### config.mk
export PLATFORM = sky130hd
export DESIGN_NAME = regbank_wb
export DESIGN_NICKNAME = d
export VERILOG_FILES = /design/src/rtl/regbank_pkg.sv /design/src/rtl/wb_fifo.sv /design/src/rtl/regbank_wb.sv
export SDC_FILE = /design/constraint.sdc
export NUM_CORES = 1
export LEC_CHECK = 0
export CAP_MARGIN = 10
export CORE_MARGIN = 4
export CORE_UTILIZATION = 40
export CTS_CLUSTER_DIAMETER = 200
export DETAILED_ROUTE_END_ITERATION = 10
export SLEW_MARGIN = 20
export SYNTH_ARGS = -nofsm -noshare
export SYNTH_HDL_FRONTEND = slang
export SYNTH_SLANG_ARGS = --single-unit
### constraint.sdc
create_clock -name Clk -period 3.53 [get_ports Clk]
set_input_delay 0.353 -clock Clk [delete_from_list [all_inputs] [get_ports Clk]]
set_output_delay 0.353 -clock Clk [all_outputs]
set_load 0.005 [all_outputs]
### src/rtl/regbank_pkg.sv
// Shared widths and the write-request record used by the register-bank write front end.
package regbank_pkg;

    localparam int NREGS  = 16;
    localparam int XLEN   = 16;
    localparam int RIDX_W = 4;

    typedef struct packed {
        logic [RIDX_W-1:0] rd;
        logic [XLEN-1:0]   data;
    } wb_req_t;

endpackage

### src/rtl/wb_fifo.sv
// Small non-fall-through FIFO holding memory-side write requests until they win the bank port.
module wb_fifo
    import regbank_pkg::*;
#(
    parameter int DEPTH = 4
) (
    input  logic    clk,
    input  logic    rst_n,
    input  logic    push,
    input  logic    pop,
    input  wb_req_t din,
    output wb_req_t dout,
    output logic    full,
    output logic    empty
);

    localparam int AW = $clog2(DEPTH);

    // One extra pointer bit distinguishes full from empty when the indices match.
    logic [AW:0] wr_ptr;
    logic [AW:0] rd_ptr;
    wb_req_t     mem [DEPTH];
    logic        do_push;
    logic        do_pop;

    assign empty   = (wr_ptr == rd_ptr);
    assign full    = (wr_ptr[AW] != rd_ptr[AW]) && (wr_ptr[AW-1:0] == rd_ptr[AW-1:0]);
    assign do_push = push && !full;
    assign do_pop  = pop && !empty;
    assign dout    = mem[rd_ptr[AW-1:0]];

    always_ff @(posedge clk or negedge rst_n) begin
        if (!rst_n) begin
            wr_ptr <= '0;
            rd_ptr <= '0;
        end else begin
            if (do_push) wr_ptr <= wr_ptr + 1'b1;
            if (do_pop)  rd_ptr <= rd_ptr + 1'b1;
        end
    end

    always_ff @(posedge clk) begin
        if (do_push) mem[wr_ptr[AW-1:0]] <= din;
    end

endmodule

### src/rtl/regbank_wb.sv
// Write-side front end of the 16x16 register bank: merges ALU and buffered memory results
// onto the single bank write port and tracks pending destinations for hazard detection.
module regbank_wb
    import regbank_pkg::*;
#(
    parameter int DEPTH      = 4,
    parameter int STARVE_MAX = 3
) (
    input  logic              Clk,
    input  logic              Rst_n,
    input  logic              Alu_Valid,
    input  logic [RIDX_W-1:0] Alu_Rd,
    input  logic [XLEN-1:0]   Alu_Data,
    input  logic              Mem_Valid,
    input  logic [RIDX_W-1:0] Mem_Rd,
    input  logic [XLEN-1:0]   Mem_Data,
    output logic              Mem_Ready,
    input  logic              Iss_Valid,
    input  logic [RIDX_W-1:0] Iss_Rd,
    input  logic [RIDX_W-1:0] Qry_Ra,
    input  logic [RIDX_W-1:0] Qry_Rb,
    input  logic [RIDX_W-1:0] Qry_Rd,
    output logic              Hazard,
    output logic              Wb_Stall,
    output logic              We,
    output logic [RIDX_W-1:0] Addr_Rd,
    output logic [XLEN-1:0]   W_Data,
    output logic [NREGS-1:0]  Busy,
    output logic              Err
);

    localparam int CW = $clog2(STARVE_MAX + 1);
    localparam logic [CW-1:0] CNT_LAST = CW'(STARVE_MAX - 1);

    wb_req_t          alu_req;
    wb_req_t          mem_req;
    wb_req_t          head;
    wb_req_t          win_p0;
    wb_req_t          out_p1;
    logic             vld_p1;
    logic             fifo_full;
    logic             fifo_empty;
    logic             push;
    logic             pop;
    logic             take;
    logic             lose;
    logic [CW-1:0]    starve_cnt;
    logic [NREGS-1:0] busy_q;
    logic [NREGS-1:0] busy_d;
    logic             iss_viol;
    logic             alu_viol;
    logic             mem_viol;
    logic             stall_viol;

    assign alu_req   = '{rd: Alu_Rd, data: Alu_Data};
    assign mem_req   = '{rd: Mem_Rd, data: Mem_Data};
    assign Mem_Ready = !fifo_full;
    assign push      = Mem_Valid && !fifo_full;
    assign pop       = !Alu_Valid && !fifo_empty;
    assign take      = Alu_Valid || pop;
    assign lose      = Alu_Valid && !fifo_empty;

    wb_fifo #(
        .DEPTH (DEPTH)
    ) u_fifo (
        .clk   (Clk),
        .rst_n (Rst_n),
        .push  (push),
        .pop   (pop),
        .din   (mem_req),
        .dout  (head),
        .full  (fifo_full),
        .empty (fifo_empty)
    );

    // Stage p0: arbitration, the ALU always wins because it cannot be held off.
    assign win_p0 = Alu_Valid ? alu_req : head;

    always_ff @(posedge Clk or negedge Rst_n) begin
        if (!Rst_n) begin
            vld_p1 <= 1'b0;
            out_p1 <= '0;
        end else begin
            vld_p1 <= take && (win_p0.rd != '0);
            if (take) out_p1 <= win_p0;
        end
    end

    // Stage p1: registered bank write port.
    assign We      = vld_p1;
    assign Addr_Rd = out_p1.rd;
    assign W_Data  = out_p1.data;

    // Set beats clear so a reissue to the register being committed stays pending.
    always_comb begin
        busy_d = busy_q;
        if (We) busy_d[Addr_Rd] = 1'b0;
        if (Iss_Valid) busy_d[Iss_Rd] = 1'b1;
        busy_d[0] = 1'b0;
    end

    always_ff @(posedge Clk or negedge Rst_n) begin
        if (!Rst_n) busy_q <= '0;
        else        busy_q <= busy_d;
    end

    assign Busy   = busy_q;
    assign Hazard = busy_q[Qry_Ra] | busy_q[Qry_Rb] | busy_q[Qry_Rd];

    always_ff @(posedge Clk or negedge Rst_n) begin
        if (!Rst_n) begin
            starve_cnt <= '0;
            Wb_Stall   <= 1'b0;
        end else begin
            if (fifo_empty || pop)
                starve_cnt <= '0;
            else if (lose && (starve_cnt != CNT_LAST))
                starve_cnt <= starve_cnt + CW'(1);
            Wb_Stall <= lose && (starve_cnt == CNT_LAST);
        end
    end

    // A reissue is legal when the pending write to that register commits on this same edge.
    assign iss_viol   = Iss_Valid && (Iss_Rd != '0) && busy_q[Iss_Rd]
                        && !(We && (Addr_Rd == Iss_Rd));
    assign alu_viol   = Alu_Valid && (Alu_Rd != '0) && !busy_q[Alu_Rd];
    assign mem_viol   = push && (Mem_Rd != '0) && !busy_q[Mem_Rd];
    assign stall_viol = Alu_Valid && Wb_Stall;

    always_ff @(posedge Clk or negedge Rst_n) begin
        if (!Rst_n)
            Err <= 1'b0;
        else if (iss_viol || alu_viol || mem_viol || stall_viol)
            Err <= 1'b1;
    end

endmodule
# Yosys cells after proc, flatten, opt, wreduce, memory -nomap -nowiden
# Memory sizes are Yosys's and may differ from the RTL's.
# Index checks and enable logic that the tools add are counted.
# op_classes
add_sub_neg,3
order_cmp,9
n_eq_ne,6
muxes,23
bitwise_logic,5
reduce_logical,36
# op_table
operator,count
$lt 4x5->1 const B,7
$mux 16,2
$bmux 1 s4,6
$logic_and 1x1->1,20
$mux 20,1
$and 16x16->16,1
$not 16->16,1
$or 16x16->16,1
$reduce_bool 4->1,4
$mux 1,10
$demux 1 s4,2
$ge 4x1->1 const B,2
$add 3x1->3 const B,2
$logic_not 1->1,6
$logic_or 1x1->1,5
$eq 4x4->1,1
$mux 2,2
$eq 3x3->1,1
$add 2x1->2 const B,1
$eq 2x2->1,1
$eq 2x2->1 const B,1
$ne 2x2->1 const B,1
$or 1x1->1,2
$reduce_bool 2->1,1
$ne 1x1->1,1
# totals
reg_bits,46
ramBits,80
inputBits,61
output_inout_bits,41
word_cells,92
mem_count,1
# memory_table
memory,words,word_bits,rd,rd_ports_with_merged_regs,write_ports,line,rtl
u_fifo.mem,4,20,1,0,1,wb_fifo.sv:22,wb_req_t mem [DEPTH];

# Depth between registers and ports, before layout
# depth
word_depth,9
mapped_depth,6
ltp_nobuf,5

# Hierarchy
# Synthesis repeated with hierarchy kept, for this count alone.
# unflattened
cells_unflattened,419
area_unflattened_um2,6060.8
# by_module_without_submodules
mod,n_inst,cells_each,area_each_um2,seq_area_each_um2
wb_fifo,1,156,3375.7,2552.4
regbank_wb,1,263,2685.1,1001.0

# Worst setup path after synthesis
# No wires, ideal clock.
# synth_timing
path_kind,reg2reg
start,reg u_fifo.rd_ptr[0]
end,mem u_fifo.mem[3][0] in the netlist's numbering (enable)
setup_time_ns,0.380
arrival_ns,1.509
required_ns,3.150
slack_ns,1.642
path_stages_with_launch,4
n_path_buf,0
period_less_slack_ns,1.888
path_cell_list,dfrtp_1 xnor2_1 a31oi_2 and2_1
# synth_via
elab_chain_cells,7
# synth_rtl
item,line,rtl
start: declaration,wb_fifo.sv:21,logic [AW:0] rd_ptr;
start signal: assignment,wb_fifo.sv:38,if (do_pop) rd_ptr <= rd_ptr + 1'b1;
$eq 2x2->1 *,wb_fifo.sv:27,assign full = (wr_ptr[AW] != rd_ptr[AW]) && (wr_ptr[AW-1:0] == rd_ptr[AW-1:0]);
$logic_and 1x1->1 *,wb_fifo.sv:27,
$logic_not 1->1 *,"wb_fifo.sv:28, regbank_wb.sv:58",
$logic_and 1x1->1,regbank_wb.sv:58,assign push = Mem_Valid && !fifo_full;
$logic_and 1x1->1 *,wb_fifo.sv:28,assign do_push = push && !full;
$mux 1 *,wb_fifo.sv:43,if (do_push) mem[wr_ptr[AW-1:0]] <= din;
$mux 1 (not written as such) *,wb_fifo.sv:43,
end: declaration,wb_fifo.sv:22,
# Every way passes the cells marked *; elsewhere a longest branch is shown, timed or not.

# Final worst setup path
# layout_timing
start,in Qry_Ra[0]
end,out Hazard
# layout_via
elab_chain_cells,4
# layout_rtl
item,line,rtl
start: declaration,regbank_wb.sv:20,"input logic [RIDX_W-1:0] Qry_Ra,"
$bmux 1 s4,regbank_wb.sv:108,assign Hazard = busy_q[Qry_Ra] | busy_q[Qry_Rb] | busy_q[Qry_Rd];
$mux 1 (not written as such),regbank_wb.sv:108,
$or 1x1->1 (2 in a row),regbank_wb.sv:108,
end: declaration,regbank_wb.sv:23,"output logic Hazard,"
# Every way passes these cells. The select of a mux whose other input is x is not followed.

==> results_dict.tcl <==
set metrics [dict create \
    status "finished clean" \
    die_area_sq_um 16700 \
    cp_num_buf_inv 2 \
    worst-r2r-setup-slack_ns 1.33 \
    synth_top_family_by_area "multiplexers" \
    vias 3778 \
    setup_total_negative_slack_ns 0 \
    synth_seq_area_share_pct 60.6 \
    top_layer "met4" \
    synthesized_instance_count 388 \
    synth_top_flop_cell "sky130_fd_sc_hd__edfxtp_1" \
    grt_setup_unrepaired "false" \
    gp_congestion 0.902 \
    core_region_area_sq_um 14100 \
    path_clk_slew_ns 0.06 \
    slew_violations 0 \
    ctsHoldBuffers 1 \
    detail_route.drc_violations 0 \
    critPathLaunchType "input port" \
    drtAntennaViolNets 0 \
    final.hold.worst_slack_ns 0.477 \
    launch_point_of_the_worst_reg_to_reg_path "u_fifo.wr_ptr[0]" \
    final_cell_count_no_fill 691 \
    synth_seq_cells 126 \
    final_core_utilization_pct 54.0 \
    total_leakage_power_nw 2.85 \
    final_setup_violation_count 0 \
    tightestPinTransition_ns 0.786 \
    min_period_over_period_pct 79.4 \
    synthesis.yosys.warnings 0 \
    worstSkewPairLatency_ns 0.41 \
    largest_fanout_on_the_critical_path 3 \
    die_h_um 129 \
    ys_async_sr_fraction_pct 36.5 \
    tritoncts "built" \
    vias_per_std_cell 5.47 \
    cpPeakStageDelay_ns 0.56 \
    final.min_clock_period_ns 2.80 \
    synth_adder_area_share_pct 1.28 \
    first_pass_grt_wire_length_mm 22.2 \
    grt_start_max_net_pins 43 \
    detail_route.wl_per_cell_um 20.0 \
    post_synth_xor_area_fraction_pct 1.79 \
    drt_first_pass_iters 4 \
    syn-cell-area_sq_um 5860 \
    crit_type "in2out" \
    numCtsBuffers 17 \
    powerDensity_nw_per_um2 838 \
    detailedPlacementHpwl_mm 9.36 \
    antenna_found_initial 0 \
    cp_top_family "buffers and inverters" \
    post-cts-setup-buffer-count 0 \
    maxClockFrequency_mhz 357 \
    max-vdd-ir-drop_v 0.000365 \
    finish.net_count 565 \
    final.fill_count 1179 \
    synthesis.area_per_instance_sq_um 15.1 \
    ctsRootBufferMaster "sky130_fd_sc_hd__clkbuf_16" \
    slew_headroom_pct 47.6 \
    maximum_clock_skew_at_final_layout_ns 0.00497 \
    port-buffer-count 100 \
    diode_count 0 \
    timing.critical_path.arrival_ns 2.45 \
    timing_hold_violations_final 0 \
    worst_path_most_repeated_cell "sky130_fd_sc_hd__clkdlybuf4s50_1" \
    place.detailed.instances 658 \
    synthMuxAreaShare_pct 21.4 \
    numClockSinks 126 \
    detailroute.wirelength.met2_mm 6.57 \
    synth-compound-area-share_pct 6.57 \
    first_global_vias 4131 \
    layout_cell_share_with_drive_strength_beyond_1_pct 17.4 \
    number_of_enable_type_register_cells_in_the_synthesized_netlist 80 \
    cpMaxStageDelayCell "sky130_fd_sc_hd__clkdlybuf4s50_1" \
    maxCapViolations 0 \
    syn_nets 455 \
    synth_cell_type_count 47 \
    start_util_pct 41.6 \
    num_io_pins 102 \
    ctsHtreeMaxLevel 4 \
    grt_usage_pct 17.7 \
    row_count 43 \
    first_iter_violations 189 \
    ctsLongestPathBuffers 2 \
    synth_simple_gate_area_share_pct 5.85 \
    crit_chain "clkdlybuf4s50_1, mux4_2, mux2_2, a21oi_1, o2111ai_1, clkdlybuf4s50_1" \
    flow.area_growth_from_synthesis_pct 29.7 \
    total_wirelength_mm 13.8 \
    worstReg2RegEnd "u_fifo.mem[3][15]" \
    detail_route.wirelength.met1_mm 6.01 \
    capturing_element_type_of_the_critical_path "output pin" \
    remaining_global_route_overflow 0 \
    worst-r2r-cell-count 4 \
    worst_hold_path_type "in2async" \
    cts-resized-gates 0 \
    worstPathRequired_ns 3.18 \
    die_w_um 129 \
    met3_wirelength_um 962 \
]
-- where the power goes --
| part | switching, W | leakage [nW] | internal (W) |
|---|---|---|---|
| clock | 0.000629 | 0.267 | 0.000985 |
| sequential | 0.000415 | 1.28 | 0.00205 |
| combinational | 0.00103 | 1.31 | 0.00127 |
| total | 0.00208 | 2.85 | 0.00430 |
-- worst max path at each step --
stage / depth (start not counted) / end / from / slack [ns]
3_5_place_dp: 6 / Hazard / Qry_Ra[0] / 0.71
2_1_floorplan: 3 / u_fifo.mem[3][0] / u_fifo.rd_ptr[0] / 1.64
6_report: 6 / Hazard / Qry_Ra[0] / 0.73
4_1_cts: 5 / Hazard / Busy[15] / 0.68
3_3_place_gp: 6 / Hazard / Qry_Rb[0] / 0.74
5_1_grt: 6 / Hazard / Qry_Ra[0] / 0.61
-- stage by stage --
stage | setup slack, ns | cell area, sq um | total power (W)
3_3_place_gp | 0.735 | 7040 | 0.00478
6_report | 0.727 | 7610 | 0.00638
4_1_cts | 0.682 | 7610 | 0.00646
3_5_place_dp | 0.714 | 7040 | 0.00482
2_1_floorplan | 1.64 | 5860 | 0.00376
5_1_grt | 0.615 | 7610 | 0.00679
-- layer usage --
layer	up-vias	global-route usage (%)
met5	-	0
met3	25	4.91
met1	1865	23.6
met2	160	27.7
li1	1728	-
met4	0	7.35
-- sequential cells by signal (all words and copies together), names as in the netlist --
signal         flops
Addr_Rd            4
Busy              15
starve_cnt         2
u_fifo.wr_ptr      3
W_Data            16
u_fifo.rd_ptr      3
We                 1
Wb_Stall           1
u_fifo.mem        80
Err                1
-- layout make-up --
| cell class | count | area, sq um | share of cell area (%) |
|---|---|---|---|
| clock buffers | 19 | 443 | 5.82 |
| inverters | 9 | 33.8 | 0.444 |
| clock inverters | 13 | 119 | 1.56 |
| well taps | 180 | 225 | 2.96 |
| repair buffers | 110 | 1070 | 14.0 |
| multi-input cells | 234 | 2160 | 28.5 |
| flip-flops and latches | 126 | 3550 | 46.7 |
-- worst register-to-register path: stages (launching register included) --
cell and delay (ns):
sky130_fd_sc_hd__dfrtp_1 0.42, sky130_fd_sc_hd__xnor2_1 0.19, sky130_fd_sc_hd__a31oi_2 0.42, sky130_fd_sc_hd__and2_1 0.52, sky130_fd_sc_hd__buf_4 0.35
-- cells by family after synthesis --
family                     Yosys count
DFF                                126
muxes                               78
and+or+nand+nor                     70
AOI/OAI and AO/OA                   67
buffers and inverters               28
xor gates and xnor gates            12
adders and majority gates            6
other                                1
-- cells in the mapped netlist (all sizes together) (2+ instances only) --
master,count,area (sq um)
nand3,7,35.0
nand2b,3,18.8
buf,10,67.6
o211ai,2,20.0
xnor2,5,43.8
and2,4,25.0
a31oi,2,18.8
clkbuf,9,43.8
nand2,33,124
a221oi,2,17.5
nand3b,3,22.5
dfrtp,46,1150
mux4,37,833
nor2,8,32.5
a21oi,7,35.0
ha,6,75.1
nor3,2,10.0
edfxtp,80,2400
mux2i,34,340
xor2,7,61.3
mux2,7,78.8
nor4b,2,17.5
o21ai,46,230
o31ai,3,22.5
nor2b,2,12.5
inv,9,33.8
-- layout by cell type (no fill, tap or decap), drive strengths merged, types with 2 or more instances in the layout --
cell type and instances:
o31ai 3, nand3b 3, nand2 33, clkdlybuf4s50 98, a21oi 7, nor4b 2, o211ai 2, dfrtp 46
clkinvlp 3, edfxtp 80, xnor2 5, inv 9, a221oi 2, xor2 7, clkinv 9, o21ai 46
nand2b 3, a31oi 2, and2 4, ha 6, nor2 8, nand3 7, mux4 37, nor2b 2
nor3 2, mux2i 34, clkbuf 19, mux2 7, buf 11
No activity file was read; power rests on OpenSTA's default activity.
